--- src/rtl/adc_sar_ctrl.sv ---
// SAR ADC conversion controller: sample, binary-search the capacitive DAC against the
// comparator, optionally average 2^avg_log2 conversions, and flag comparator timeouts.
module adc_sar_ctrl #(
  parameter int unsigned N       = 12,
  parameter int unsigned TIMEOUT = 15
) (
  input  logic         clk,
  input  logic         rstb,
  input  logic         start,
  input  logic [3:0]   sample_len,
  input  logic [1:0]   avg_log2,
  output logic         busy,
  output logic         done,
  output logic [N-1:0] result,
  output logic         err,
  output logic         ms_clk,
  output logic         ms_sample,
  output logic [N-1:0] ms_dac,
  input  logic         ms_rdy,
  input  logic         ms_cmp
);

  localparam int unsigned IW = (N > 1) ? $clog2(N) : 1;
  localparam int unsigned TW = $clog2(TIMEOUT + 1);

  typedef enum logic [2:0] {
    S_IDLE,
    S_SAMPLE,
    S_SETTLE,
    S_COMPARE,
    S_ACCUM,
    S_DONE
  } state_e;

  state_e          state_q, state_d;
  logic [3:0]      sl_q, sl_d;
  logic [1:0]      avg_q, avg_d;
  logic [3:0]      samp_q, samp_d;
  logic [IW-1:0]   idx_q, idx_d;
  logic [N-1:0]    trial_q, trial_d;
  logic [N-1:0]    dac_q, dac_d;
  logic [TW-1:0]   tmo_q, tmo_d;
  logic [N+2:0]    acc_q, acc_d;
  logic [3:0]      cnt_q, cnt_d;
  logic [N-1:0]    result_q, result_d;
  logic            err_q, err_d;

  logic [N-1:0]    bit_mask;
  logic [N-1:0]    trial_dec;
  logic [N+2:0]    acc_sum;
  logic [3:0]      cnt_inc;
  logic [3:0]      cnt_lim;

  always_ff @(posedge clk or negedge rstb) begin
    if (!rstb) begin
      state_q  <= S_IDLE;
      sl_q     <= '0;
      avg_q    <= '0;
      samp_q   <= '0;
      idx_q    <= '0;
      trial_q  <= '0;
      dac_q    <= '0;
      tmo_q    <= '0;
      acc_q    <= '0;
      cnt_q    <= '0;
      result_q <= '0;
      err_q    <= 1'b0;
    end else begin
      state_q  <= state_d;
      sl_q     <= sl_d;
      avg_q    <= avg_d;
      samp_q   <= samp_d;
      idx_q    <= idx_d;
      trial_q  <= trial_d;
      dac_q    <= dac_d;
      tmo_q    <= tmo_d;
      acc_q    <= acc_d;
      cnt_q    <= cnt_d;
      result_q <= result_d;
      err_q    <= err_d;
    end
  end

  always_comb begin
    state_d  = state_q;
    sl_d     = sl_q;
    avg_d    = avg_q;
    samp_d   = samp_q;
    idx_d    = idx_q;
    trial_d  = trial_q;
    dac_d    = dac_q;
    tmo_d    = tmo_q;
    acc_d    = acc_q;
    cnt_d    = cnt_q;
    result_d = result_q;
    err_d    = err_q;

    bit_mask  = N'(1) << idx_q;
    trial_dec = ms_cmp ? (trial_q | bit_mask) : (trial_q & ~bit_mask);
    acc_sum   = acc_q + (N+3)'(trial_q);
    cnt_inc   = cnt_q + 4'd1;
    cnt_lim   = 4'd1 << avg_q;

    unique case (state_q)
      S_IDLE: begin
        if (start) begin
          state_d = S_SAMPLE;
          sl_d    = sample_len;
          avg_d   = avg_log2;
          acc_d   = '0;
          cnt_d   = '0;
          err_d   = 1'b0;
          samp_d  = '0;
          dac_d   = '0;
        end
      end
      S_SAMPLE: begin
        if (samp_q == sl_q) begin
          state_d = S_SETTLE;
          idx_d   = IW'(N - 1);
          trial_d = '0;
          dac_d   = {1'b1, {(N-1){1'b0}}};
        end else begin
          samp_d = samp_q + 4'd1;
        end
      end
      S_SETTLE: begin
        state_d = S_COMPARE;
        tmo_d   = '0;
      end
      S_COMPARE: begin
        // The strobe cycle itself is not counted as waiting, so a timeout
        // leaves COMPARE after the strobe cycle plus TIMEOUT idle cycles.
        if (ms_rdy) begin
          trial_d = trial_dec;
          if (idx_q == '0) begin
            state_d = S_ACCUM;
          end else begin
            state_d = S_SETTLE;
            idx_d   = idx_q - IW'(1);
            dac_d   = trial_dec | (bit_mask >> 1);
          end
        end else if (tmo_q == TW'(TIMEOUT)) begin
          state_d  = S_DONE;
          err_d    = 1'b1;
          result_d = '0;
        end else begin
          tmo_d = tmo_q + TW'(1);
        end
      end
      S_ACCUM: begin
        acc_d = acc_sum;
        cnt_d = cnt_inc;
        if (cnt_inc < cnt_lim) begin
          state_d = S_SAMPLE;
          samp_d  = '0;
          dac_d   = '0;
        end else begin
          state_d  = S_DONE;
          result_d = N'(acc_sum >> avg_q);
        end
      end
      S_DONE: begin
        state_d = S_IDLE;
      end
      default: begin
        state_d = S_IDLE;
      end
    endcase
  end

  assign busy      = (state_q == S_SAMPLE) || (state_q == S_SETTLE) ||
                     (state_q == S_COMPARE) || (state_q == S_ACCUM);
  assign done      = (state_q == S_DONE);
  assign ms_clk    = (state_q == S_COMPARE);
  assign ms_sample = (state_q == S_SAMPLE);
  assign ms_dac    = dac_q;
  assign result    = result_q;
  assign err       = err_q;

endmodule

--- config.mk ---
export PLATFORM = sky130hd
export DESIGN_NAME = adc_sar_ctrl
export DESIGN_NICKNAME = d
export VERILOG_FILES = /design/src/rtl/adc_sar_ctrl.sv
export SDC_FILE = /design/constraint.sdc
export NUM_CORES = 1
export LEC_CHECK = 0
export BUFFER_PORTS_ARGS = -buffer_cell sky130_fd_sc_hd__buf_4
export CORE_MARGIN = 5
export CORE_UTILIZATION = 60
export DETAILED_ROUTE_END_ITERATION = 10
export GPL_ROUTABILITY_DRIVEN = 0
export MAX_ROUTING_LAYER = met4
export PLACE_DENSITY = 0.86
export SYNTH_ARGS = -nofsm -noshare
export SYNTH_HDL_FRONTEND = slang
export SYNTH_SLANG_ARGS = --single-unit
export TNS_END_PERCENT = 50
--- constraint.sdc ---
create_clock -name clk -period 3.38 [get_ports clk]
set_input_delay 0.338 -clock clk [delete_from_list [all_inputs] [get_ports clk]]
set_output_delay 0.338 -clock clk [all_outputs]
set_load 0.02 [all_outputs]
== Word level (Yosys, flattened, before mapping) ==
Index checks and enable logic that the tools add are counted.

* Memories: 0
* Output and inout bits: 29
* Latch bits: 0
* ROM bits: 0
* Register bits: 77
* RAM bits: 0
* Input bits: 11

* Multiply operators: 0
* Reductions and logical operators: 22
* Multiplexer cells: 39
* $add $sub $neg: 5
* Div/mod/pow operators: 0
* Bitwise logic cells: 4
* Eq/ne operators: 18
* Shifts and indexed selects: 3
* Order comparisons: 1

{| class="wikitable"
|+ Operators by type and width
! kind !! number
|-
| 2-to-1 mux 12 bit || 11
|-
| case mux 12 bit (2 select lines) || 2
|-
| case mux 12 bit (4 select lines) || 1
|-
| 2-to-1 mux 4 bit || 8
|-
| case mux 15 bit (2 select lines) || 1
|-
| case mux 4 bit (2 select lines) || 3
|-
| 2-to-1 mux 3 bit || 6
|-
| AND reduction 4 bit || 4
|-
| adder 15 x 12 -> 15 bit || 1
|-
| 2-to-1 mux 15 bit || 1
|-
| case mux 3 bit (5 select lines) || 1
|-
| >> shifter 15 x 2 -> 12 bit || 1
|-
| inequality test 2 bit, second input constant || 7
|-
| adder 4 x 1 -> 4 bit, second input constant || 3
|-
| bitwise AND 12 bit || 1
|-
| inverter 12 bit || 1
|-
| bitwise OR 12 x 11 -> 12 bit || 1
|-
| bitwise OR 12 bit || 1
|-
| case mux 4 bit (3 select lines) || 1
|-
| left shift 1 x 4 -> 12 bit, first input constant || 1
|-
| nonzero test 2 bit || 5
|-
| AND reduction 3 bit || 3
|-
| equality test 3 x 2 -> 1 bit, second input constant || 2
|-
| equality test 3 bit, second input constant || 2
|-
| other kinds (17) || 24
|}

== Longest topological paths before layout ==
Gate-level depths: netlist of the first run.

* Word-level depth: 8
* Mapped depth: 12
* Gate-level depth less buffers: 10

== Worst setup path before layout of the first run ==
OpenSTA, ideal clock, no wires.

* Kind: register to register
* Start point: reg trial_q[0]
* End point: reg result_q[7] (netlist: result[7])
* Data required time: 3.314 ns
* Setup time: 0.066 ns
* Clock period less this slack: 2.550 ns
* Stages on the path, launching flop included: 10
* Arrival: 2.485 ns
* Slack: 0.830 ns
* Cell sequence: dfrtp_1 > ha_1 > fa_1 > a21o_1 > a221oi_2 > o21ai_1 > xnor2_2 > and2b_2 > a2111oi_4 > a22o_1

* Word-level cells in the longest chain between the ends: 4

{| class="wikitable"
|+ RTL lines
! item !! line !! source
|-
| from (decl) || 40 || <nowiki>logic [N-1:0] trial_q, trial_d;</nowiki>
|-
| from (signal assigned) || 74 || <nowiki>trial_q <= trial_d;</nowiki>
|-
| adder 15 x 12 -> 15 bit || 100 || <nowiki>acc_sum = acc_q + (N+3)'(trial_q);</nowiki>
|-
| >> shifter 15 x 2 -> 12 bit || 160 || <nowiki>result_d = N'(acc_sum >> avg_q);</nowiki>
|-
| 2-to-1 mux 12 bit || 154 || <nowiki>if (cnt_inc < cnt_lim) begin</nowiki>
|-
| case mux 12 bit (2 select lines) || 104 || <nowiki>unique case (state_q)</nowiki>
|-
| to (signal assigned) || 79 || <nowiki>result_q <= result_d;</nowiki>
|-
| to (decl) || 45 || <nowiki>logic [N-1:0] result_q, result_d;</nowiki>
|}

Every way passes these cells. The select of a mux whose other input is x is not followed.
A chain may end at the register's enable or synchronous reset.

== Final worst setup path of the first run ==
* Start point: reg avg_q[0]
* End point: reg dac_q[1] (netlist: ms_dac[1])

* Word-level cells in the longest chain between the ends: 4

{| class="wikitable"
|+ RTL lines
! item !! line !! source
|-
| from (decl) || 37 || <nowiki>logic [1:0] avg_q, avg_d;</nowiki>
|-
| from (signal assigned) || 71 || <nowiki>avg_q <= avg_d;</nowiki>
|-
| left shift 1 x 2 -> 4 bit || 102 || <nowiki>cnt_lim = 4'd1 << avg_q;</nowiki>
|-
| < comparator 4 bit || 154 ||
|-
| inequality test 2 bit (no source line) || - ||
|-
| AND reduction 6 bit (no source line) || - ||
|-
| to (signal assigned) || 62 || <nowiki>dac_q <= '0;</nowiki>
|-
| to (signal assigned) || 75 || <nowiki>dac_q <= dac_d;</nowiki>
|-
| to (decl) || 41 || <nowiki>logic [N-1:0] dac_q, dac_d;</nowiki>
|}

Every way passes these cells.

==> impl_summary.txt, run 1 <==
----------------------------------------------------
[Route]
  DRC ... 0
  DRC violation total after the first TritonRoute iteration ... between 300 and 400
  Via count of the routed design ... 4152
  Routed wire per std cell ... 17.9 µm
  DRT Pass-1 Iters ... 7
  Via-per-instance ratio ... roughly 6.3
  Post-detailed-routing wire length ... between 10000 and 15000 µm
  Count of antenna-violating nets left after detailed routing ... 0

[Floorplanning]
  Die boundary width ... 98.6 µm
  Starting density of the core ... between 60% and 70%
  Core Area ... 7690 µm²
  IO Pins ... 40
  Overall die area ... roughly 9700 µm²
  Die span in y ... 98.6 µm
  Rows ... 32

[Critical path]
  Path type of the worst setup path ... flop to flop
  Endpoint kind of the worst setup timing path ... flop
  Crit path buffers/inverters ... 3
  Kind of cell with the highest combined delay on the critical path ... compound AO/OA/AOI/OAI gates
  CP most frequent cell ... inv_1
  CP Max Fanout ... 24
  Highest-delay cell along the critical path ... dfrtp_1
  Launching instance or port of the critical path ... avg_q[0]$_DFFE_PN0P_
  Reg2Reg Launch Point ... avg_q[0]$_DFFE_PN0P_
  Sort of element at the start of the critical path ... flop
  Chain of cells forming the critical path ... inv_1, nor2_1, inv_1, ha_1, or2_2, o21bai_1, nand3_1, buf_4, o41ai_1
  Worst Path Required ... 3.63 ns
  Maximum single-stage delay on the critical path ... 0.58 ns
  Arrival time worst endpoint ... roughly 3.2 ns

[Yosys]
  Portion of synthesized cell area occupied by the leading cell type ... 40.9%
  Top cells by instance count after synthesis ... dfrtp_1, nand2_1, o21ai_0, a21oi_1, nor2_1
  Gate count of the mapped netlist ... 516
  Syn Area/Cell ... roughly 9.1 µm²
  Post-synth top area cell ... dfrtp_1
  Prevailing post-synth register cell ... dfrtp_1
  Register area share after synthesis ... between 40 and 50%
  Share of flip-flops with an asynchronous set or reset ... 100%
  Cell with the most instances after synthesis ... dfrtp_1
  Count of flip-flops with a built-in enable after synthesis ... 0
  Post-Synthesis Cell Area ... 4710 µm²
  Dominant cells by area after synthesis ... dfrtp_1, ha_1, o21ai_0, nand2_1, a21oi_1
  Count of distinct cell types in the synthesized netlist ... 70
  Flip-flop and latch count after synthesis ... 77
  Number of warnings printed during yosys synthesis ... 0
  Total nets after synthesis ... 551

[STA]
  Worst rel slew slack ... a little over a third
  FMAX ... ~340 MHz
  Setup repair after global routing missed its margin ... no
  Endpoints failing setup ... 0
  Worst clock skew ... roughly 0.011 ns
  Count of final max-slew check failures ... 0
  Shortest period the worst path allows ... 2.95 ns
  Accumulated negative setup slack ... 0 ns
  Slew @ Worst Pin ... 0.974 ns
  Number of failing hold endpoints at the final stage ... 0
  Post-route clock period utilization ... a little under 90%

[Place]
  Post-detailed-placement cell area ... ~5000 µm²
  Port Buffers ... 39
  HPWL reported at the end of detailed placement ... 8320 µm
  Instance count after placement with tap cells included ... 639

[Global routing]
  Overflow left after global routing ... 0
  Number of antenna violations at the first check in global routing ... 0
  Global-route wire length before repair ... 19600 µm
  Vias in the first global route ... 3972
  Largest net degree at the start of global routing ... 78
  Combined global-route utilization of all metal layers ... around a quarter

[Outcome]
  Run status ... completed

[Clock tree]
  Quantity of hold-fixing buffers added after cts ... 0
  CTS HTree Levels ... 3
  Clock latency at the later pin of the worst-skew pair ... 0.36 ns
  Buffers inserted during post-CTS setup optimization ... 0
  Clock tree from TritonCTS ... built
  Max Root-Sink Buffers ... 2
  Post-cts sizing count ... 0
  Clock slew at reported path FFs ... 0.08 ns
  Number of clock sinks ... 77
  CTS Root Buffer Type ... clkbuf_8
  Number of clock buffers inserted by TritonCTS ... 9

[Finish]
  Count of antenna diodes in the layout ... 0
  Synthesis-to-layout area growth ... 11.9%
  Combined area of the multi-input logic cells ... 2620 µm²
  Filler-free cell count of the finished design ... 654
  Fill cells ... 601
  Fraction of layout instances using a drive strength above 1 ... 17.2%
  Storage element area ... 1930 µm²
  Net count reported at finish ... 583
  Post-route cell area ... around 5300 µm²

[Power]
  Leakage power figure ... 2.43 nW
  Maximum resistive drop on vdd ... 0.567 mV
  Power density over cell area ... between 800 and 900 nW/µm²

[Flow run]
  Number of max-capacitance violations reported ... 0

[Min path]
  Hold/Removal Path Class ... input port to async pin

----------------------------------------------------
==> layout by cell type, fill, tap and decap left out, drive strengths merged, types with 9 or more instances in the layout <==
cell type	n
o31ai	9
buf	49
nand3	12
inv	13
nand2	66
o21ai	61
nor2	34
mux2	9
clkbuf	10
dfrtp	77
a22o	9
ha	23
xor2	15
nor3	14
a21oi	44
==> per-stage QoR <==
step,worst slack [ns],hold slack (ns),util [%],power (mW)
2_1_floorplan,0.830,0.0424,-,3.17
5_1_grt,0.240,0.192,68.6,4.92
4_1_cts,0.454,0.164,68.6,4.56
3_3_place_gp,0.659,0.459,66.3,3.76
3_5_place_dp,0.543,0.467,66.3,3.87
6_report,0.433,0.121,68.6,4.59
==> path summary, 6_finish.rpt <==
check                      cells after the start  slack, ns                     to
max reg2reg                                    9       0.43  ms_dac[1]$_DFFE_PN0P_
min                                            1       0.12   tmo_q[3]$_DFFE_PN0P_
min reg2reg                                    2       0.49  ms_dac[3]$_DFFE_PN0P_
min in group clk                               3       0.18   avg_q[1]$_DFFE_PN0P_
max in group asynchronous                      1       2.62   acc_q[5]$_DFFE_PN0P_
max                                            9       0.43  ms_dac[1]$_DFFE_PN0P_
==> state kept, by name, summed over array words and instances, names as in the netlist <==
| name | count |
|---|---|
| sl_q | 4 |
| ms_dac | 12 |
| acc_q | 15 |
| avg_q | 2 |
| state_q | 3 |
| tmo_q | 4 |
| idx_q | 4 |
| result | 12 |
| cnt_q | 4 |
| err | 1 |
| samp_q | 4 |
| trial_q | 12 |
==> final cells by class <==
class	count	share of cell area (%)
Clock buffer	10	2.42
Clock inverter	5	0.996
Inverter	13	0.925
Multi-Input combinational cell	398	49.7
Sequential cell	77	36.5
Tap cell	102	2.42
Timing Repair Buffer	49	6.97
==> routing by layer <==
layer  up-vias  share of wire [%]  global-route usage, %
li1       1924                  -                      -
met5         -                  0                      -
met4         0                2.6                   9.77
met3        29                6.3                   4.39
met1      2017                 43                   33.0
met2       182                 48                   40.2
==> power by group <==
| group | total, mW | switching [mW] | internal [mW] |
|---|---|---|---|
| clock network | 0.671 | 0.338 | 0.333 |
| logic | 2.39 | 1.47 | 0.914 |
| registers | 1.53 | 0.318 | 1.21 |
| total | 4.59 | 2.13 | 2.46 |
==> logic make-up (layout without fill, tap and decap cells) <==
group / count (synthesis) / after routing / synth area share (%)
flip-flops: 77 / 77 / 40.9
multiplexers: 16 / 16 / 3.98
AO/OA/AOI/OAI: 169 / 169 / 23.6
AND/OR/NAND/NOR: 166 / 166 / 17.0
XOR/XNOR: 23 / 23 / 4.59
adder cells (fa/ha/maj): 24 / 24 / 6.53
buffers and inverters: 41 / 77 / 3.43
Power figures use the tool's default switching activity.
==> inputs of run 2 (changes only) <==
CELL_PAD_IN_SITES_DETAIL_PLACEMENT = 1   (was unset)
CELL_PAD_IN_SITES_GLOBAL_PLACEMENT = 1   (was unset)
CORE_UTILIZATION = 46   (was 60)
PLACE_DENSITY = 0.79   (was 0.86)
==> run 2 against run 1 <==
  * Setup slack better by 0.020 ns
  * Fmax is 0.67% higher
  * Register-to-register slack better by 0.02 ns
  * Utilization is 16 points lower
  * Via count is 3.4% lower
  * Cell count is 5.5% higher
  * Worst hold slack worse by 0.015 ns
==> impl_summary.txt, run 2 (same netlist as run 1, synthesis figures left out) <==
----------------------------------------------------
[Outcome]
  Run status ... completed

[STA]
  Setup repair after global routing missed its margin ... no
  Worst rel slew slack ... 32.5% (-2.6 points)
  Accumulated negative setup slack ... 0 ns (unchanged)
  FMAX ... 342 MHz (+0.67%)
  Worst clock skew ... 0.00834 ns (-0.00222 ns)
  Endpoints failing setup ... 0 (unchanged)
  Number of failing hold endpoints at the final stage ... 0 (unchanged)
  Post-route clock period utilization ... 86.6% (-0.58 points)
  Slew @ Worst Pin ... 1.01 ns (+0.0392 ns)
  Shortest period the worst path allows ... 2.93 ns (-0.0196 ns)
  Count of final max-slew check failures ... 0 (unchanged)

[Global routing]
  Combined global-route utilization of all metal layers ... 23.2% (-2.3 points)
  Global-route wire length before repair ... 22400 µm (+14%)
  Vias in the first global route ... 4286 (+7.9%)
  Largest net degree at the start of global routing ... 78 (unchanged)
  Number of antenna violations at the first check in global routing ... 0 (unchanged)
  Overflow left after global routing ... 0 (unchanged)

[Finish]
  Filler-free cell count of the finished design ... 690 (+5.5%)
  Flip-flop count of the largest register, all copies and words added ... 15 (unchanged)
  Most frequent standard cell in the layout excluding fill and tap cells ... dfrtp_1
  Commonest cells after routing, fill and taps aside ... dfrtp_1, nand2_1, o21ai_0, buf_4, a21oi_1
  Fraction of layout instances using a drive strength above 1 ... 17.3% (+0.12 points)
  Net count reported at finish ... 584 (+0.17%)
  Biggest register ... acc_q
  Count of antenna diodes in the layout ... 0 (unchanged)
  Synthesis-to-layout area growth ... 13.6%

[Clock tree]
  Quantity of hold-fixing buffers added after cts ... 0 (unchanged)
  Number of clock buffers inserted by TritonCTS ... 9 (unchanged)
  Clock tree from TritonCTS ... built
  CTS HTree Levels ... 3 (unchanged)
  Post-cts sizing count ... 0 (unchanged)
  Clock slew at reported path FFs ... 0.08 ns (about the same)
  Buffers inserted during post-CTS setup optimization ... 0 (unchanged)
  Number of clock sinks ... 77 (unchanged)
  CTS Root Buffer Type ... clkbuf_8
  Clock latency at the later pin of the worst-skew pair ... 0.37 ns (about the same)
  Max Root-Sink Buffers ... 2 (unchanged)

[Place]
  HPWL reported at the end of detailed placement ... 9650 µm (+16%)
  Instance count after placement with tap cells included ... 674 (+5.5%)
  Port Buffers ... 39 (unchanged)

[Route]
  Post-detailed-routing wire length ... 13300 µm (+14%)
  DRC violation total after the first TritonRoute iteration ... 140 (-58%)
  Routed wire per std cell ... 19.3 µm (+7.8%)
  Count of antenna-violating nets left after detailed routing ... 0 (unchanged)
  DRT Pass-1 Iters ... 4 (-3)
  Via-per-instance ratio ... 5.81 (-8.4%)
  Via count of the routed design ... 4012 (-3.4%)
  DRC ... 0 (unchanged)

[Power]
  Power dissipated by switching net loads ... 2.18 mW (+2.5%)
  Sequential share of power ... 32.1% (-1.3 points)
  Power density over cell area ... 885 nW/µm² (+1.6%)
  Pint ... 2.55 mW (+3.6%)
  Switching fraction of total power ... 46.1% (-0.25 points)
  Combinational Power Share ... 51.7% (-0.3 points)
  Leakage power figure ... 2.45 nW (+0.82%)
  Post-route total power ... 4.73 mW (+3.1%)
  Maximum resistive drop on vdd ... 0.438 mV (-23%)
  Fraction of power consumed by the clock network ... 16.2% (+1.6 points)

[Critical path]
  Reg2Reg Launch Point ... trial_q[0]$_DFFE_PN0P_
  Sort of element at the start of the critical path ... flop
  Reg2reg path depth ... 9 (unchanged)
  CP Max Fanout ... 4 (-83%)
  Worst Path Required ... 3.63 ns (about the same)
  Endpoint kind of the worst setup timing path ... flop
  Path type of the worst setup path ... flop to flop
  Arrival time worst endpoint ... 3.18 ns (about the same)
  Register-to-register path setup slack ... 0.45 ns (+0.02 ns)
  Reg-to-Reg End ... result[11]$_DFFE_PN0P_

[Floorplanning]
  Die boundary width ... 111 µm (+13%)
  Rows ... 37 (+16%)
  Die span in y ... 111 µm (+13%)
  IO Pins ... 40 (unchanged)
  Starting density of the core ... 46.5% (-15 points)
  Core Area ... 10100 µm² (+32%)
  Overall die area ... 12400 µm² (+27%)

[Min path]
  Hold/Removal Path Class ... input port to async pin

[Flow run]
  Number of max-capacitance violations reported ... 0 (unchanged)

----------------------------------------------------
==> run 2: worst max-delay path by stage <==
stage,startpoint,end
after floorplan,trial_q[0]$_DFFE_PN0P_,result[7]$_DFFE_PN0P_
after global placement,trial_q[0]$_DFFE_PN0P_,result[8]$_DFFE_PN0P_
after detailed placement,trial_q[0]$_DFFE_PN0P_,result[11]$_DFFE_PN0P_
after CTS,trial_q[0]$_DFFE_PN0P_,result[11]$_DFFE_PN0P_
after global routing,avg_q[0]$_DFFE_PN0P_,ms_dac[6]$_DFFE_PN0P_
final,trial_q[0]$_DFFE_PN0P_,result[11]$_DFFE_PN0P_
==> run 2: routing by layer <==
layer / up-vias / track usage, % / wire, µm
met5: - / - / 0
met3: 17 / 3.77 / 525
met1: 1981 / 30.6 / 6100
met4: 0 / 8.92 / 290
met2: 77 / 36.0 / 6410
li1: 1937 / - / -
==> run 2: power groups by stage <==
stage               clock [mW]  combinational, mW  sequential (mW)
floorplan                    0               1.65             1.52
global placement             0               2.33             1.52
detailed placement           0               2.43             1.54
CTS                      0.785               2.45             1.52
global route             0.828               2.71             1.57
finish                   0.767               2.45             1.52
==> run 2: metrics by stage <==
stage / utilization (%) / hold WS (ns) / setup slack [ns] / cell area (µm²)
6_report: 52.8 / 0.106 / 0.453 / 5350
5_1_grt: 52.8 / 0.206 / 0.311 / 5350
4_1_cts: 52.8 / 0.185 / 0.477 / 5350
3_5_place_dp: 50.7 / 0.472 / 0.542 / 5140
3_3_place_gp: 50.7 / 0.461 / 0.662 / 5140
2_1_floorplan: - / 0.0424 / 0.830 / 4710
==> run 2: final cells by class <==
class                   count  area (µm²)
repair buffers             50         375
clock buffers              11         131
fillers                  1173        4790
flip-flops and latches     77        1930
multi-input cells         398        2620
inverters                  13        48.8
clock inverters             5        75.1
well taps                 136         170
==> run 2: critical path, cell delays in order (launching register included) <==
cell and delay (ns):
dfrtp_1 0.40, ha_1 0.25, fa_1 0.42, a21o_1 0.23, a221oi_2 0.41, or2_1 0.18, a31oi_1 0.11, a21oi_1 0.37
mux2i_1 0.13, a211o_1 0.32
==> inputs of run 3 (changes only) <==
RECOVER_POWER = 100   (was unset)
==> run 3 against run 2 <==
  * The run now ends with max-capacitance violations, max-slew violations left
  * First-iteration DRC count decreased by 3.6%
  * Cell count stayed put
  * Clock power is essentially flat
  * Setup slack worse by 0.11 ns
  * Total power shrank 3.6%
  * Fmax fell by 3.8%
  * Die area stayed put
  * Critical path type unchanged
  * Largest power group unchanged
==> impl_summary.txt, run 3 (same netlist as run 1, synthesis figures left out) <==
----------------------------------------------------
[STA]
  FMAX ... 329 MHz (-3.8%)
  Worst clock skew ... 0.0124 ns (+0.00401 ns)
  Endpoints failing setup ... 0 (unchanged)
  Accumulated negative setup slack ... 0 ns (unchanged)
  Slew @ Worst Pin ... 2.03 ns (+1.01 ns)
  Final hold slack ... 0.198 ns (+0.0922 ns)
  Post-route clock period utilization ... 90.0% (+3.4 points)
  Count of final max-slew check failures ... 78 (+78)
  Setup repair after global routing missed its margin ... no
  Worst rel slew slack ... -35.2% (-68 points)
  Shortest period the worst path allows ... 3.04 ns (+0.115 ns)
  Number of failing hold endpoints at the final stage ... 0 (unchanged)

[Power]
  Combinational Power Share ... 49.9% (-1.8 points)
  Fraction of power consumed by the clock network ... 16.8% (+0.6 points)
  Power dissipated by switching net loads ... 2.14 mW (-1.9%)
  Maximum resistive drop on vdd ... 0.392 mV (-11%)
  Power density over cell area ... 880 nW/µm² (-0.50%)
  Pint ... 2.42 mW (-5.2%)
  Sequential share of power ... 33.3% (+1.2 points)
  Switching fraction of total power ... 47.0% (+0.85 points)
  Leakage power figure ... 2.32 nW (-5.3%)

[Clock tree]
  Quantity of hold-fixing buffers added after cts ... 0 (unchanged)
  Post-cts sizing count ... 0 (unchanged)
  Buffers inserted during post-CTS setup optimization ... 0 (unchanged)
  CTS HTree Levels ... 3 (unchanged)
  CTS Root Buffer Type ... clkbuf_8
  Clock slew at reported path FFs ... 0.08 ns (about the same)
  Clock tree from TritonCTS ... built
  Max Root-Sink Buffers ... 2 (unchanged)
  Number of clock sinks ... 77 (unchanged)
  Number of clock buffers inserted by TritonCTS ... 9 (unchanged)
  Clock latency at the later pin of the worst-skew pair ... 0.37 ns (about the same)

[Critical path]
  Endpoint kind of the worst setup timing path ... flop
  Arrival time worst endpoint ... 3.29 ns (+0.11 ns)
  Sort of element at the start of the critical path ... flop
  Reg2reg path depth ... 9 (unchanged)
  Worst Path Required ... 3.63 ns (about the same)
  Path type of the worst setup path ... flop to flop
  CP Max Fanout ... 5 (+1)

[Place]
  HPWL reported at the end of detailed placement ... 9650 µm (unchanged)
  Port Buffers ... 39 (unchanged)

[Outcome]
  Run status ... finished, violations left
  Violated checks ... max-capacitance violations, max-slew violations

[Finish]
  Count of antenna diodes in the layout ... 0 (unchanged)
  Biggest register ... acc_q
  Storage element area ... 1930 µm² (unchanged)
  Most frequent standard cell in the layout excluding fill and tap cells ... dfrtp_1
  Flip-flop count of the largest register, all copies and words added ... 15 (unchanged)
  Combined area of the multi-input logic cells ... 2580 µm² (-1.6%)
  Core utilization of the finished layout ... 51.1% (-1.7 points)
  Commonest cells after routing, fill and taps aside ... dfrtp_1, nand2_1, o21ai_0, a21oi_1, clkbuf_1
  Fill cells ... 1184 (+0.94%)
  Fraction of layout instances using a drive strength above 1 ... 10.1% (-7.2 points)
  Synthesis-to-layout area growth ... 9.98%
  Net count reported at finish ... 584 (unchanged)

[Floorplanning]
  Rows ... 37 (unchanged)
  Core Area ... 10100 µm² (unchanged)
  IO Pins ... 40 (unchanged)
  Starting density of the core ... 46.5% (unchanged)
  Die span in y ... 111 µm (unchanged)
  Die boundary width ... 111 µm (unchanged)
  Overall die area ... 12400 µm² (unchanged)

[Route]
  Post-detailed-routing wire length ... 13400 µm (+0.20%)
  DRC violation total after the first TritonRoute iteration ... 135 (-3.6%)
  Count of antenna-violating nets left after detailed routing ... 0 (unchanged)
  DRT Pass-1 Iters ... 4 (unchanged)
  DRC ... 0 (unchanged)
  Via-per-instance ratio ... 5.83 (+0.27%)
  Via count of the routed design ... 4023 (+0.27%)
  Routed wire per std cell ... 19.3 µm (+0.20%)

[Global routing]
  Number of antenna violations at the first check in global routing ... 0 (unchanged)
  Overflow left after global routing ... 0 (unchanged)
  Largest net degree at the start of global routing ... 78 (unchanged)
  Global-route wire length before repair ... 22400 µm (unchanged)
  Vias in the first global route ... 4286 (unchanged)
  Combined global-route utilization of all metal layers ... 23.2% (unchanged)

[Flow run]
  Number of max-capacitance violations reported ... 1 (+1)

[Min path]
  Cell count of the worst hold path ... 3
  Hold/Removal Path Class ... input port to flop

----------------------------------------------------
==> run 3: power by group through the flow <==
| stage | clock network (mW) | logic (mW) | registers (mW) |
|---|---|---|---|
| 2_1_floorplan | 0 | 1.65 | 1.52 |
| 3_3_place_gp | 0 | 2.33 | 1.52 |
| 3_5_place_dp | 0 | 2.43 | 1.54 |
| 4_1_cts | 0.785 | 2.45 | 1.52 |
| 5_1_grt | 0.828 | 2.54 | 1.56 |
| 6_report | 0.767 | 2.28 | 1.52 |
==> run 3: area by class of cell <==
class	instances	area share (%)
inverters	13	0.942
clock inverters	5	1.45
clock buffers	11	2.54
multi-input cells	398	49.8
repair buffers	50	4.80
well taps	136	3.28
flip-flops and latches	77	37.2
==> run 3: critical path: stages, from the launching register on <==
cell	delay [ns]
dfrtp_1	0.40
ha_1	0.25
fa_1	0.42
a21o_1	0.23
a221oi_2	0.40
or2_0	0.20
a311o_1	0.19
xor2_1	0.38
o21ai_0	0.20
a211o_1	0.26
==> run 3: worst paths after layout <==
check	startpoint	to	slack [ns]
hold reg to reg	ms_dac[1]$_DFFE_PN0P_	ms_dac[1]$_DFFE_PN0P_	0.48
min in group asynchronous	rstb	ms_dac[10]$_DFFE_PN0P_	0.52
setup reg to reg	trial_q[0]$_DFFE_PN0P_	result[9]$_DFFE_PN0P_	0.34
setup / recovery	trial_q[0]$_DFFE_PN0P_	result[9]$_DFFE_PN0P_	0.34
hold / removal	avg_log2[1]	avg_q[1]$_DFFE_PN0P_	0.20
max in group asynchronous	rstb	idx_q[1]$_DFFE_PN0P_	1.62
==> run 3: through the flow <==
step                instances  instance area, µm²  setup WS, ns  power, mW
finish                    690                5180         0.338       4.56
global route              690                5180         0.242       4.93
CTS                       690                5350         0.477       4.76
detailed placement        674                5140         0.542       3.96
global placement          674                5140         0.662       3.86
floorplan                 516                4710         0.830       3.17
==> run 3: per-layer routing <==
layer	up-vias	routed length (µm)	track usage (%)
met5	-	0	-
met3	17	497	3.77
met2	75	6370	36.0
li1	1936	-	-
met1	1995	6200	30.6
met4	0	286	8.92
